**src/rtl/mult_lastn.sv**
```systemverilog
// Streaming fold over the last N accepted samples: product (mode 0) or sum (mode 1).
// An accepted sample starts an (N-1)-cycle iterative fold; samples equal to ign_r are discarded.
module mult_lastn #(
    parameter int W   = 4,
    parameter int N   = 3,
    parameter int IGN = 0
) (
    input  logic             clk,
    input  logic             rst_b,
    input  logic [W-1:0]     in,
    input  logic             in_valid,
    output logic             in_ready,
    input  logic             ld,
    input  logic             mode,
    output logic [N*W-1:0]   out,
    output logic             out_valid,
    output logic             full
);

    localparam int AW = N * W;
    localparam int IW = $clog2(N);
    localparam int CW = $clog2(N + 1);

    typedef enum logic [0:0] {
        IDLE = 1'b0,
        CALC = 1'b1
    } state_t;

    state_t          state_r;
    state_t          state_nxt_s;
    logic [W-1:0]    win_r [N];
    logic [W-1:0]    ign_r;
    logic [CW-1:0]   cnt_r;
    logic [AW-1:0]   acc_r;
    logic [IW-1:0]   idx_r;
    logic            op_r;
    logic [AW-1:0]   out_r;
    logic            out_valid_r;
    logic            full_r;
    logic            accept_s;
    logic            take_s;
    logic            last_s;
    logic [AW-1:0]   fold_s;

    // One fold step; the window operand is zero-extended to the accumulator width.
    function automatic logic [AW-1:0] fold_step(input logic [AW-1:0] a,
                                                input logic [W-1:0]  b,
                                                input logic          op);
        logic [AW-1:0] bx;
        bx = {{(AW - W){1'b0}}, b};
        if (op) begin
            return a + bx;
        end else begin
            return a * bx;
        end
    endfunction

    assign accept_s  = in_valid && in_ready;
    assign take_s    = accept_s && (in != ign_r);
    assign last_s    = (state_r == CALC) && (idx_r == IW'(N - 1));
    assign fold_s    = fold_step(acc_r, win_r[idx_r], op_r);
    assign out       = out_r;
    assign out_valid = out_valid_r;
    assign full      = full_r;

    // FSM state register.
    always_ff @(posedge clk or negedge rst_b) begin
        if (!rst_b) begin
            state_r <= IDLE;
        end else begin
            state_r <= state_nxt_s;
        end
    end

    // FSM next-state logic.
    always_comb begin
        state_nxt_s = state_r;
        case (state_r)
            IDLE: begin
                if (take_s) begin
                    state_nxt_s = CALC;
                end else begin
                    state_nxt_s = IDLE;
                end
            end
            CALC: begin
                if (last_s) begin
                    state_nxt_s = IDLE;
                end else begin
                    state_nxt_s = CALC;
                end
            end
            default: state_nxt_s = IDLE;
        endcase
    end

    // FSM outputs: a pending load blocks acceptance for that cycle.
    always_comb begin
        in_ready = 1'b0;
        if ((state_r == IDLE) && !ld) begin
            in_ready = 1'b1;
        end else begin
            in_ready = 1'b0;
        end
    end

    // Datapath: ignore register, sample window, fold accumulator and result.
    always_ff @(posedge clk or negedge rst_b) begin
        if (!rst_b) begin
            for (int i = 0; i < N; i++) begin
                win_r[i] <= '0;
            end
            ign_r       <= W'(IGN);
            cnt_r       <= '0;
            acc_r       <= '0;
            idx_r       <= '0;
            op_r        <= 1'b0;
            out_r       <= '0;
            out_valid_r <= 1'b0;
            full_r      <= 1'b0;
        end else begin
            if (ld) begin
                ign_r <= in;
            end
            if (take_s) begin
                win_r[0] <= in;
                for (int i = 1; i < N; i++) begin
                    win_r[i] <= win_r[i-1];
                end
                if (cnt_r != CW'(N)) begin
                    cnt_r <= cnt_r + CW'(1);
                end
                full_r <= (cnt_r >= CW'(N - 1));
                acc_r  <= {{(AW - W){1'b0}}, in};
                idx_r  <= IW'(1);
                op_r   <= mode;
            end else if (state_r == CALC) begin
                acc_r <= fold_s;
                idx_r <= idx_r + IW'(1);
            end
            out_valid_r <= last_s;
            if (last_s) begin
                out_r <= fold_s;
            end
        end
    end

endmodule

```
**config.mk**
```make
export PLATFORM = sky130hd
export DESIGN_NAME = mult_lastn
export DESIGN_NICKNAME = d
export VERILOG_FILES = /design/src/rtl/mult_lastn.sv
export SDC_FILE = /design/constraint.sdc
export NUM_CORES = 1
export LEC_CHECK = 0
export CAP_MARGIN = 5
export CORE_ASPECT_RATIO = 2
export CORE_MARGIN = 2
export CORE_UTILIZATION = 40
export CTS_CLUSTER_SIZE = 28
export DETAILED_ROUTE_END_ITERATION = 10
export PLACE_DENSITY = 0.7
export SYNTH_ARGS = -nofsm -noshare
export SYNTH_HDL_FRONTEND = slang
export SYNTH_SLANG_ARGS = --single-unit
```
**constraint.sdc**
```tcl
create_clock -name clk -period 7.6 [get_ports clk]
set_input_delay 1.9 -clock clk [delete_from_list [all_inputs] [get_ports clk]]
set_output_delay 1.9 -clock clk [all_outputs]
set_load 0.1 [all_outputs]
```
==> Yosys cells after proc, flatten, opt, wreduce, memory -nomap -nowiden <==
Cells that the tools add are included.
{ "totals": {"reg_bits": 48, "inputBits": 9, "output_inout_bits": 15} }
{ "classes": {"addsub": 3, "n_mul": 1, "n_lt_le_gt_ge": 2, "n_eq_ne": 3, "n_mux": 12, "bitwise_logic": 2, "reduce_logical": 7} }
{ "op_table": {"columns": ["operator", "n"], "rows": [
  ["12-bit 2-to-1 mux", 3],
  ["12-bit by 4-bit adder with 12-bit output", 1],
  ["12-bit by 4-bit multiplier with 12-bit output", 1],
  ["4-bit binary-select mux with 2-bit select", 1],
  ["4-bit 2-to-1 mux", 2],
  ["2-bit by 1-bit adder with 2-bit output, second input constant", 2],
  ["1-bit logical AND", 4],
  ["2-bit 2-to-1 mux", 2],
  ["4-bit != test", 1],
  ["3-bit greater-or-equal comparator, second input constant", 1],
  ["1-bit 2-to-1 mux", 3],
  ["2-bit inverter with 3-bit output", 1],
  ["2-bit == test, second input constant", 1],
  ["2-bit greater-or-equal comparator, second input constant", 1],
  ["2-bit != test, second input constant", 1],
  ["1-bit case mux with 2 select lines", 1],
  ["2-bit AND reduction", 1],
  ["2-bit nonzero test", 1],
  ["1-bit logical NOT", 1],
  ["1-bit inverter", 1]
]} }

==> Longest topological paths before layout <==
{ "logic_depth": {"ltp_word": 8, "mapped_depth": 17, "depth_no_buf": 15} }

==> Worst setup path before layout <==
Ideal clock, no wire load.
{ "synth_timing": {"kind": "in2out", "start": "in ld", "end": "out in_ready", "arrival_ps": 3151, "t_required_ps": 5700, "slack_ps": 2549, "stages": 1, "cell_sequence": "nor2_1"} }
{ "synth_between": {"elab_chain_len": 3} }
{ "synth_rtl": {"columns": ["item", "line", "source"], "rows": [
  ["from (decl)", "13", "input logic ld,"],
  ["1-bit logical NOT", "100", "if ((state_r == IDLE) && !ld) begin"],
  ["1-bit logical AND", "100", null],
  ["1-bit 2-to-1 mux", "100", null],
  ["to (decl)", "12", "output logic in_ready,"]
]} }
No other way between the ends.

==> Worst setup path after layout <==
Same ends and word-level chain as after synthesis.

==> results.json <==
{
  "hpwlAfterDp_mm": 5.921,
  "flow.area_growth_from_synthesis_pct": 12.05,
  "postSynth.topFlopCell": "sky130_fd_sc_hd__dfrtp_1",
  "final_cell_count_no_fill": 505,
  "worstMarginPinSlew_ns": 1.067,
  "total_gr_overflow": 0,
  "tritoncts": "done",
  "post_route_skew_ns": 0.004512,
  "asyncSetResetFlopFracSynth_pct": 100.0,
  "finalMaxSlewViolations": 0,
  "maxClockFrequency_mhz": 178.2,
  "synth_area_sq_um": 3490,
  "end_kind": "primary output",
  "synthTopCellsByArea": "sky130_fd_sc_hd__dfrtp_1, sky130_fd_sc_hd__fa_1, sky130_fd_sc_hd__nand2_1, sky130_fd_sc_hd__ha_1, sky130_fd_sc_hd__xnor2_1",
  "wl_per_cell_um": 15.09,
  "crit-reg2reg-capture": "acc_r[10]",
  "reg2regPathDepth": 14,
  "standby_leakage_power_uw": 0.001854,
  "synth_seq_area_share_pct": 34.42,
  "critical-path-slowest-cell": "sky130_fd_sc_hd__clkdlybuf4s50_1",
  "floorplan.initialDensity_pct": 40.92,
  "post-cts-setup-buffer-count": 0,
  "netlist.top_cell.by_area": "sky130_fd_sc_hd__dfrtp_1",
  "gpl.final_weighted_congestion": 0.8935,
  "post_route_cells_drive_above_1_share_pct": 4.691,
  "clock_path_buffers": 2,
  "via_count_of_the_first_global_routing_pass": 2831,
  "numPlacedInstances": 498,
  "critical_path_depth": 3,
  "io_buffer_count": 23,
  "fin_nets": 451,
  "antenna_found_initial": 0,
  "rows": 48,
  "clock_insertion_delay_worst_skew_ns": 0.29,
  "vias": 2629,
  "r2r_slack_ns": 2.98,
  "ys_ff_latch": 48,
  "grt_start_max_net_pins": 49,
  "cp_cell_sequence": "clkdlybuf4s50_1 > nor2_1 > clkdlybuf4s50_1",
  "ctsHtreeMaxLevel": 2,
  "postCtsHoldBufs": 0,
  "synth.avg_cell_area_sq_um": 8.925,
  "critPathRequiredTime_ns": 5.70,
  "end_point_of_the_critical_path": "in_ready",
  "critPathBufInv": 2,
  "top_level_ports": 24,
  "worst_hold_path_type": "flop to flop",
  "synth_enable_flop_cells": 0,
  "synth_cell_types": 43,
  "p_per_area_nw_per_um2": 443.8,
  "synth_warnings": 0,
  "post-synth-top-count-cell": "sky130_fd_sc_hd__nand2_1",
  "min_from": "full",
  "worst_reg2reg_path_startpoint": "idx_r[1]",
  "routed_wirelength_mm": 7.619,
  "drt_pass1_iterations": 4,
  "grt_util_all_layers_pct": 17.43,
  "first_pass_grt_wire_length_mm": 13.10,
  "setup_viol_count_final": 0,
  "synth.net_count": 437,
  "core_sq_um": 8528,
  "timing_worst_setup_path_type": "primary input to primary output",
  "finalHoldViolCount": 0,
  "max-vdd-ir-drop_uv": 287.3,
  "run_status": "completed",
  "ant_nets_after_route": 0,
  "timing.critical_path.arrival_ns": 3.71,
  "cp_top_family": "buffers and inverters",
  "die_h_um": 136.1,
  "final_core_utilization_pct": 45.85,
  "clk_pin_slew_ns": 0.06,
  "unrepaired_setup_endpoints_after_global_routing": "no",
  "num_antenna_cells": 0,
  "period_needed_ns": 5.612,
  "clkSinkCount": 48,
  "num-fill-cells": 833,
  "cells_after_synth": 391,
  "nature_of_the_critical_path_startpoint": "primary input",
  "worstSetupStartpoint": "ld",
  "synthTopCellsByCount": "sky130_fd_sc_hd__nand2_1, sky130_fd_sc_hd__dfrtp_1, sky130_fd_sc_hd__inv_1, sky130_fd_sc_hd__o21ai_1, sky130_fd_sc_hd__and2_1",
  "cts_root_buf": "sky130_fd_sc_hd__clkbuf_16",
  "post_cts_resized": 0,
  "most_common_cell_on_crit_path": "sky130_fd_sc_hd__clkdlybuf4s50_1",
  "synth_top_area_share_pct": 34.42,
  "final_min_period_over_clock_period_pct": 73.84,
  "setup_tns_ns": 0,
  "die_area_sq_um": 9532,
  "cts_made_buffers": 5,
  "initial_drc_count": 83,
  "timing.max_slew.rel_slack_pct": 28.90,
  "detail_route.vias_per_cell": 5.206,
  "crit_fanout": 6,
  "max-cap-violations": 0,
  "die_w_um": 70.05,
  "max_stage_delay_ns": 1.15,
  "route.detailed.drc": 0
}
## cell usage in the layout, fill, tap and decap left out, types with 5 or more instances in the layout
cell,instances
sky130_fd_sc_hd__dfrtp_1,48
sky130_fd_sc_hd__ha_1,19
sky130_fd_sc_hd__clkbuf_16,5
sky130_fd_sc_hd__nor2_1,10
sky130_fd_sc_hd__xnor2_1,17
sky130_fd_sc_hd__mux2_2,5
sky130_fd_sc_hd__nand2_1,86
sky130_fd_sc_hd__fa_1,18
sky130_fd_sc_hd__a21oi_1,16
sky130_fd_sc_hd__inv_1,35
sky130_fd_sc_hd__o21ai_1,26
sky130_fd_sc_hd__mux2i_1,9
sky130_fd_sc_hd__clkdlybuf4s50_1,22
sky130_fd_sc_hd__and2_1,23
sky130_fd_sc_hd__o21ai_0,5
## per-layer routing
metal	share of wire (%)	routed length (um)	vias up	GRT usage [%]
li1	-	-	1298	-
met1	37	2849	1286	17.77
met2	58	4410	32	33.97
met3	1.5	111	13	1.408
met4	3.3	248	0	9.722
met5	0	0	-	0
## through the flow
step | total power, uW | worst slack, ns | instance area [sq um] | hold WS [ns]
2_1_floorplan | 1286 | 2.549 | 3490 | 0.4455
3_3_place_gp | 1501 | 2.017 | 3776 | 0.4575
5_1_grt | 1895 | 1.928 | 3910 | 0.5033
6_report | 1735 | 1.988 | 3910 | 0.4762
4_1_cts | 1750 | 1.982 | 3910 | 0.4795
3_5_place_dp | 1532 | 1.982 | 3776 | 0.4641
## sequential cells by signal, indices dropped and copies added (netlist names)
register	count
full	1
acc_r	12
cnt_r	2
win_r	12
out	12
op_r	1
ign_r	4
idx_r	2
out_valid	1
state_r	1
## worst min path at each step
stage	slack (ns)	cells past startpoint	endpoint
after floorplan	0.45	2	win_r[2]
after global placement	0.46	2	full
after detailed placement	0.46	2	win_r[0]
after CTS	0.48	2	win_r[0]
after global routing	0.50	2	full
final	0.48	2	full
## tightest hold or removal path, cell delays in order, from the launching register on
cell and delay (ns):
sky130_fd_sc_hd__dfrtp_1 0.34, sky130_fd_sc_hd__nand2_1 0.05, sky130_fd_sc_hd__nand2_1 0.05
## report_power, final
group          total (uW)  switching, uW  internal [uW]
combinational        1040            686            358
clock                 209           89.3            120
sequential            482            125            358
total                1740            900            835
## cell type report
| class | count | area, sq um | share of cell area [%] |
|---|---|---|---|
| inverter | 37 | 138.9 | 3.552 |
| multi-input combinational | 289 | 2078 | 53.15 |
| sequential | 48 | 1201 | 30.72 |
| timing repair buffer | 24 | 232.7 | 5.952 |
| clock inverter | 1 | 5.005 | 0.1280 |
| tap | 100 | 125.1 | 3.200 |
| clock buffer | 6 | 128.9 | 3.296 |
## cells by family (layout without fill, tap and decap cells)
family          count (synthesis)  count (layout)  synth area share (%)
fa+ha+maj                      37              37                 17.14
compound gates                 70              70                 12.08
buf+inv                        54              68                 6.024
simple gates                  141             141                 18.29
xor+xnor                       23              23                 6.561
flops                          48              48                 34.42
mux                            18              18                 5.486
(Power assumes the default switching activity.)
